==> config.mk <==
export PLATFORM = sky130hd
export DESIGN_NAME = turbo_encoder
export DESIGN_NICKNAME = d
export VERILOG_FILES = /design/src/rtl/turbo_encoder.sv
export SDC_FILE = /design/constraint.sdc
export NUM_CORES = 1
export LEC_CHECK = 0
export CAP_MARGIN = 20
export CORE_MARGIN = 10
export CORE_UTILIZATION = 35
export DETAILED_ROUTE_END_ITERATION = 7
export MAX_ROUTING_LAYER = met4
export SLEW_MARGIN = 20
export SYNTH_ARGS = -nofsm -noshare
export SYNTH_HDL_FRONTEND = slang
export SYNTH_SLANG_ARGS = --single-unit
==> constraint.sdc <==
create_clock -name clk_p_i -period 2.9 [get_ports clk_p_i]
set_clock_uncertainty 0.2 [all_clocks]
set_input_delay 0.435 -clock clk_p_i [delete_from_list [all_inputs] [get_ports clk_p_i]]
set_output_delay 0.435 -clock clk_p_i [all_outputs]
set_load 0.1 [all_outputs]
==> src/rtl/turbo_encoder.sv <==
// Rate-1/3 turbo encoder: two (7,5) RSC constituent encoders, one on the natural-order message and
// one on the interleaved message. Emits one 21-bit soft-symbol word {sys, par1, par2} per trellis
// step: K information steps followed by 2 termination steps.
module turbo_encoder #(
    parameter int unsigned K    = 5,
    parameter int unsigned AMP  = 16,
    parameter int unsigned IL_A = 3,
    parameter int unsigned IL_B = 1
) (
    input  logic         clk_p_i,
    input  logic         reset_p_i,
    input  logic         start_i,
    input  logic [K-1:0] data_i,
    output logic         busy_o,
    output logic         valid_o,
    output logic [20:0]  data_o,
    output logic         done_o
);

    // Step counter / interleaver index width; both only ever hold 0..K-1.
    localparam int unsigned CntW = (K > 2) ? $clog2(K) : 1;

    localparam logic [CntW-1:0] IlStep   = CntW'(IL_A % K);
    localparam logic [CntW-1:0] IlInit   = CntW'(IL_B % K);
    localparam logic [CntW-1:0] LastStep = CntW'(K - 1);
    localparam logic [CntW:0]   KWide    = (CntW + 1)'(K);

    // Bit 0 maps to +AMP, bit 1 to -AMP (7-bit two's complement).
    localparam logic [6:0] SymZero = 7'(AMP);
    localparam logic [6:0] SymOne  = 7'(128 - AMP);

    localparam logic [1:0] StIdle = 2'd0;
    localparam logic [1:0] StEnc  = 2'd1;
    localparam logic [1:0] StTail = 2'd2;

    function automatic int unsigned gcd(input int unsigned a, input int unsigned b);
        int unsigned x;
        int unsigned y;
        int unsigned t;
        x = a;
        y = b;
        while (y != 0) begin
            t = x % y;
            x = y;
            y = t;
        end
        return x;
    endfunction

    // Elaboration-time parameter sanity checks.
    if (K < 2 || (K % 3) == 0) begin : g_bad_k
        $error("turbo_encoder: K must be >= 2 and not a multiple of 3");
    end
    if (AMP < 1 || AMP > 63) begin : g_bad_amp
        $error("turbo_encoder: AMP must lie in 1..63");
    end
    if (gcd(IL_A % K, K) != 1) begin : g_bad_il
        $error("turbo_encoder: IL_A must be coprime with K");
    end

    logic [1:0]      state_q, state_d;
    logic [CntW-1:0] step_q, step_d;
    logic [CntW-1:0] il_idx_q, il_idx_d;
    logic [K-1:0]    msg_q, msg_d;
    logic            e1_s1_q, e1_s1_d, e1_s2_q, e1_s2_d;
    logic            e2_s1_q, e2_s1_d, e2_s2_q, e2_s2_d;
    logic            valid_q, done_q;
    logic [20:0]     data_q;

    logic            emit, last;
    logic            u1, u2, a1, a2, p1, p2;
    logic [CntW:0]   il_sum;
    logic [CntW-1:0] il_next;

    function automatic logic [6:0] sym(input logic b);
        return b ? SymOne : SymZero;
    endfunction

    // Trellis step datapath: encoder inputs, feedback bits and parities for the current step.
    always_comb begin
        u1 = 1'b0;
        u2 = 1'b0;
        if (state_q == StTail) begin
            // Termination input cancels the feedback, driving the encoder toward (0,0).
            u1 = e1_s1_q ^ e1_s2_q;
            u2 = e2_s1_q ^ e2_s2_q;
        end else begin
            u1 = msg_q[step_q];
            u2 = msg_q[il_idx_q];
        end
        a1 = u1 ^ e1_s1_q ^ e1_s2_q;
        a2 = u2 ^ e2_s1_q ^ e2_s2_q;
        p1 = a1 ^ e1_s2_q;
        p2 = a2 ^ e2_s2_q;
    end

    // Incremental interleaver address: (IL_A*i + IL_B) mod K without a multiplier.
    always_comb begin
        il_sum  = {1'b0, il_idx_q} + {1'b0, IlStep};
        il_next = (il_sum >= KWide) ? CntW'(il_sum - KWide) : il_sum[CntW-1:0];
    end

    // Frame sequencing and constituent-encoder state updates.
    always_comb begin
        state_d  = state_q;
        step_d   = step_q;
        il_idx_d = il_idx_q;
        msg_d    = msg_q;
        e1_s1_d  = e1_s1_q;
        e1_s2_d  = e1_s2_q;
        e2_s1_d  = e2_s1_q;
        e2_s2_d  = e2_s2_q;
        emit     = 1'b0;
        last     = 1'b0;
        case (state_q)
            StIdle: begin
                if (start_i) begin
                    state_d  = StEnc;
                    step_d   = '0;
                    il_idx_d = IlInit;
                    msg_d    = data_i;
                    e1_s1_d  = 1'b0;
                    e1_s2_d  = 1'b0;
                    e2_s1_d  = 1'b0;
                    e2_s2_d  = 1'b0;
                end
            end
            StEnc: begin
                emit     = 1'b1;
                e1_s1_d  = a1;
                e1_s2_d  = e1_s1_q;
                e2_s1_d  = a2;
                e2_s2_d  = e2_s1_q;
                il_idx_d = il_next;
                if (step_q == LastStep) begin
                    state_d = StTail;
                    step_d  = '0;
                end else begin
                    step_d = step_q + CntW'(1);
                end
            end
            StTail: begin
                emit    = 1'b1;
                e1_s1_d = a1;
                e1_s2_d = e1_s1_q;
                e2_s1_d = a2;
                e2_s2_d = e2_s1_q;
                if (step_q != '0) begin
                    state_d = StIdle;
                    step_d  = '0;
                    last    = 1'b1;
                end else begin
                    step_d = step_q + CntW'(1);
                end
            end
            default: begin
                state_d = StIdle;
            end
        endcase
    end

    // Control and encoder state registers.
    always_ff @(posedge clk_p_i) begin
        if (reset_p_i) begin
            state_q  <= StIdle;
            step_q   <= '0;
            il_idx_q <= '0;
            msg_q    <= '0;
            e1_s1_q  <= 1'b0;
            e1_s2_q  <= 1'b0;
            e2_s1_q  <= 1'b0;
            e2_s2_q  <= 1'b0;
        end else begin
            state_q  <= state_d;
            step_q   <= step_d;
            il_idx_q <= il_idx_d;
            msg_q    <= msg_d;
            e1_s1_q  <= e1_s1_d;
            e1_s2_q  <= e1_s2_d;
            e2_s1_q  <= e2_s1_d;
            e2_s2_q  <= e2_s2_d;
        end
    end

    // Registered output word; data is forced to zero whenever no word is emitted.
    always_ff @(posedge clk_p_i) begin
        if (reset_p_i) begin
            valid_q <= 1'b0;
            done_q  <= 1'b0;
            data_q  <= '0;
        end else begin
            valid_q <= emit;
            done_q  <= last;
            data_q  <= emit ? {sym(u1), sym(p1), sym(p2)} : 21'd0;
        end
    end

    assign busy_o  = (state_q != StIdle);
    assign valid_o = valid_q;
    assign done_o  = done_q;
    assign data_o  = data_q;

endmodule

==> results.toml <==
[critical_path]
worstPathArrival_ns = 2.31
path_delay_family = "simple AND/OR/NAND/NOR gates"
crit_cells = 7
crit_slowest_cell = "ha_1"
cp_max_fo = 10
crit_chain = "inv_1 > ha_1 > inv_1 > nor2_1 > nor2_1 > and2_2 > a221o_1"
crit_buf_inv = 2
r2r_cells = 7
cp-end-kind = "flop"
worst_ep_required_time_ns = 2.86
critPathKind = "reg -> reg"
max_stage_delay_ns = 0.39
critPathLaunchType = "flop"

[final_layout]
final_cell_mix = "dfxtp_1, nand3_1, a21oi_1, buf_4"
fill_cells = 384
drive_gt1_share_pct = 13.97
post-route-util_pct = 41.01
area_growth_pct = 10.34
antenna_cells = 0
fin_nets = 195
layout_commonest_cell = "dfxtp_1"

[clock_network]
holdBufCountCts = 0
cts.path.max_buffers = 2
cts_setup_buffers = 0
cts_buffers = 3
htree_num_levels = 1
cts_root_buf = "clkbuf_8"
clock_sinks = 23
cts-resized-gates = 0
cts_tree = "yes"
clkTransAtPathRegs_ns = 0.08
clock_latency_ns = 0.26

[global_routing]
grt_pass1_wl_mm = 5.368
first_global_vias = 1217
grtUsageTotal_pct = 9.128
grt-ovfl-total = 0
antenna_found_initial = 0
grt_max_degree = 19

[power_and_ir_drop]
power.internal_mw = 0.4825
p_sw_mw = 0.3050
p_per_area_nw_per_um2 = 513.0
pwr-share-clk_pct = 25.4
sw_frac_of_total_pct = 38.73
p_leak_nw = 0.6134
comb_power_share_pct = 31.3
max-vdd-ir-drop_uv = 248.7
pwr-share-seq_pct = 43.3

[min_path]
worstHoldPathType = "reg -> reg"
hold_depth = 2

[placed_design]
hpwl_mm = 2.538
numPortBuffers = 19
place_congestion = 0.8403

[drt]
top_layer = "met4"
met1Wirelength_mm = 1.360
wl_per_cell_microns = 14.15
wl_mm = 3.212
drc = 0
viasPerCell = 5.172
drt_pass1_iterations = 4
via_count = 1174
route.met3.wl_microns = 221
ant_nets = 0
wl_met2_mm = 1.617
drt_iter0_markers = 87

[logic_synthesis]
seq_area_frac_synth_pct = 33.09
async_flop_share_pct = 0
synth_top_area_share_pct = 33.09
syn_area_sq_um = 1391
synth_top_flop_cell = "dfxtp_1"
yosysTopAreaCell = "dfxtp_1"
yosysWarningCount = 0
synth.avg_cell_area_sq_um = 8.331
synth_cell_types = 40
synthCells = 167
synth_edf_count = 0
synthTopCellsByArea = "dfxtp_1, buf_4, ha_1"
ys_seq_elements = 23

[floorplanning]
io_pins = 32
core-area_sq_um = 3744
dieArea_sq_um = 6897
rows = 22
die_w_microns = 83.05
start_util_pct = 37.17
die_y_microns = 83.05

[timing]
finalHoldViolCount = 0
holdWs_ns = 0.2775
clock.fmax_mhz = 425.7
drv_slew = 0
min_period_ns = 2.349
timing.final.crit_share_pct = 81.00
rsz0062_at_grt = "no"
setup_viol = 0
finalSetupTns_ns = 0

[flow_run]
cap_violations = 0

[status]
status = "finished clean"
worst paths after layout:
check                               start               endpoint  slack (ns)
hold reg to reg     msg_q[0]$_SDFFE_PP0P_  msg_q[0]$_SDFFE_PP0P_        0.28
hold / removal      msg_q[0]$_SDFFE_PP0P_  msg_q[0]$_SDFFE_PP0P_        0.28
setup reg to reg  state_q[0]$_SDFFE_PP0P_   e1_s1_q$_SDFFE_PP0P_        0.55
setup / recovery  state_q[0]$_SDFFE_PP0P_   e1_s1_q$_SDFFE_PP0P_        0.55
synthesized netlist by cell type (2+ instances only):
master     n
and2_1     2
a222oi_1   2
mux2_2     2
inv_1     11
mux2i_1    2
nand2_1   12
nor2b_1    3
xnor2_1    4
or3_4      2
a21oi_1   13
a31oi_1    2
nand3_1   13
buf_2      3
o21ai_0   11
ha_1       7
nor2_1     9
dfxtp_1   23
a221o_1    2
nand4_1    6
buf_4     17
nand2b_2   2
per-stage QoR:
step                setup slack (ns)  cell area (sq um)  cells  total power, mW
floorplan                     0.5253               1433    178           0.5660
global placement              0.4327               1489    223           0.5874
detailed placement            0.3490               1489    223           0.5938
CTS                           0.5708               1535    227           0.7966
global route                  0.4180               1535    227           0.8346
finish                        0.5509               1535    227           0.7876
cell type report:
class	count	area, sq um	area share (%)
Tap cell	48	60.06	3.912
Multi-Input combinational cell	121	759.5	49.47
Sequential cell	23	460.4	29.99
Clock inverter	1	5.005	0.3260
Timing Repair Buffer	20	167.7	10.92
Clock buffer	3	41.29	2.689
Inverter	11	41.29	2.689
power groups by stage:
stage | Sequential (mW) | Clock [mW] | Combinational [mW]
global placement | 0.348 | 0 | 0.240
detailed placement | 0.348 | 0 | 0.245
floorplan | 0.364 | 0 | 0.202
global route | 0.343 | 0.229 | 0.263
CTS | 0.341 | 0.209 | 0.246
finish | 0.341 | 0.200 | 0.247
layer usage:
layer	track usage, %	vias to the layer above
li1	-	577
met1	9.101	563
met2	15.71	32
met3	4.102	2
met4	2.615	0
met5	-	-
flip-flops by register name (all words and copies together), names as in the netlist, 2 cells and up:
name and cells:
data_o 4, state_q 2, msg_q 5, step_q 3
il_idx_q 3
tightest hold or removal path: cells and delay by family (launching register included):
kind,cells,cell delay (ns)
simple gates,1,0.06
compound gates,1,0.05
flops,1,0.32
logic make-up (layout without fill, tap and decap cells):
family                     Yosys count  count (layout)  share of synthesized area [%]
DFF                                 23              23                          33.09
and+or+nand+nor                     60              60                          24.55
buffers and inverters               34              35                          15.29
xor gates and xnor gates             4               4                          2.518
AOI/OAI and AO/OA                   34              34                          14.93
muxes                                4               4                          3.057
adders and majority gates            7               7                          6.295
other                                1              12                         0.2695
No activity file was read; power rests on OpenSTA's default activity.
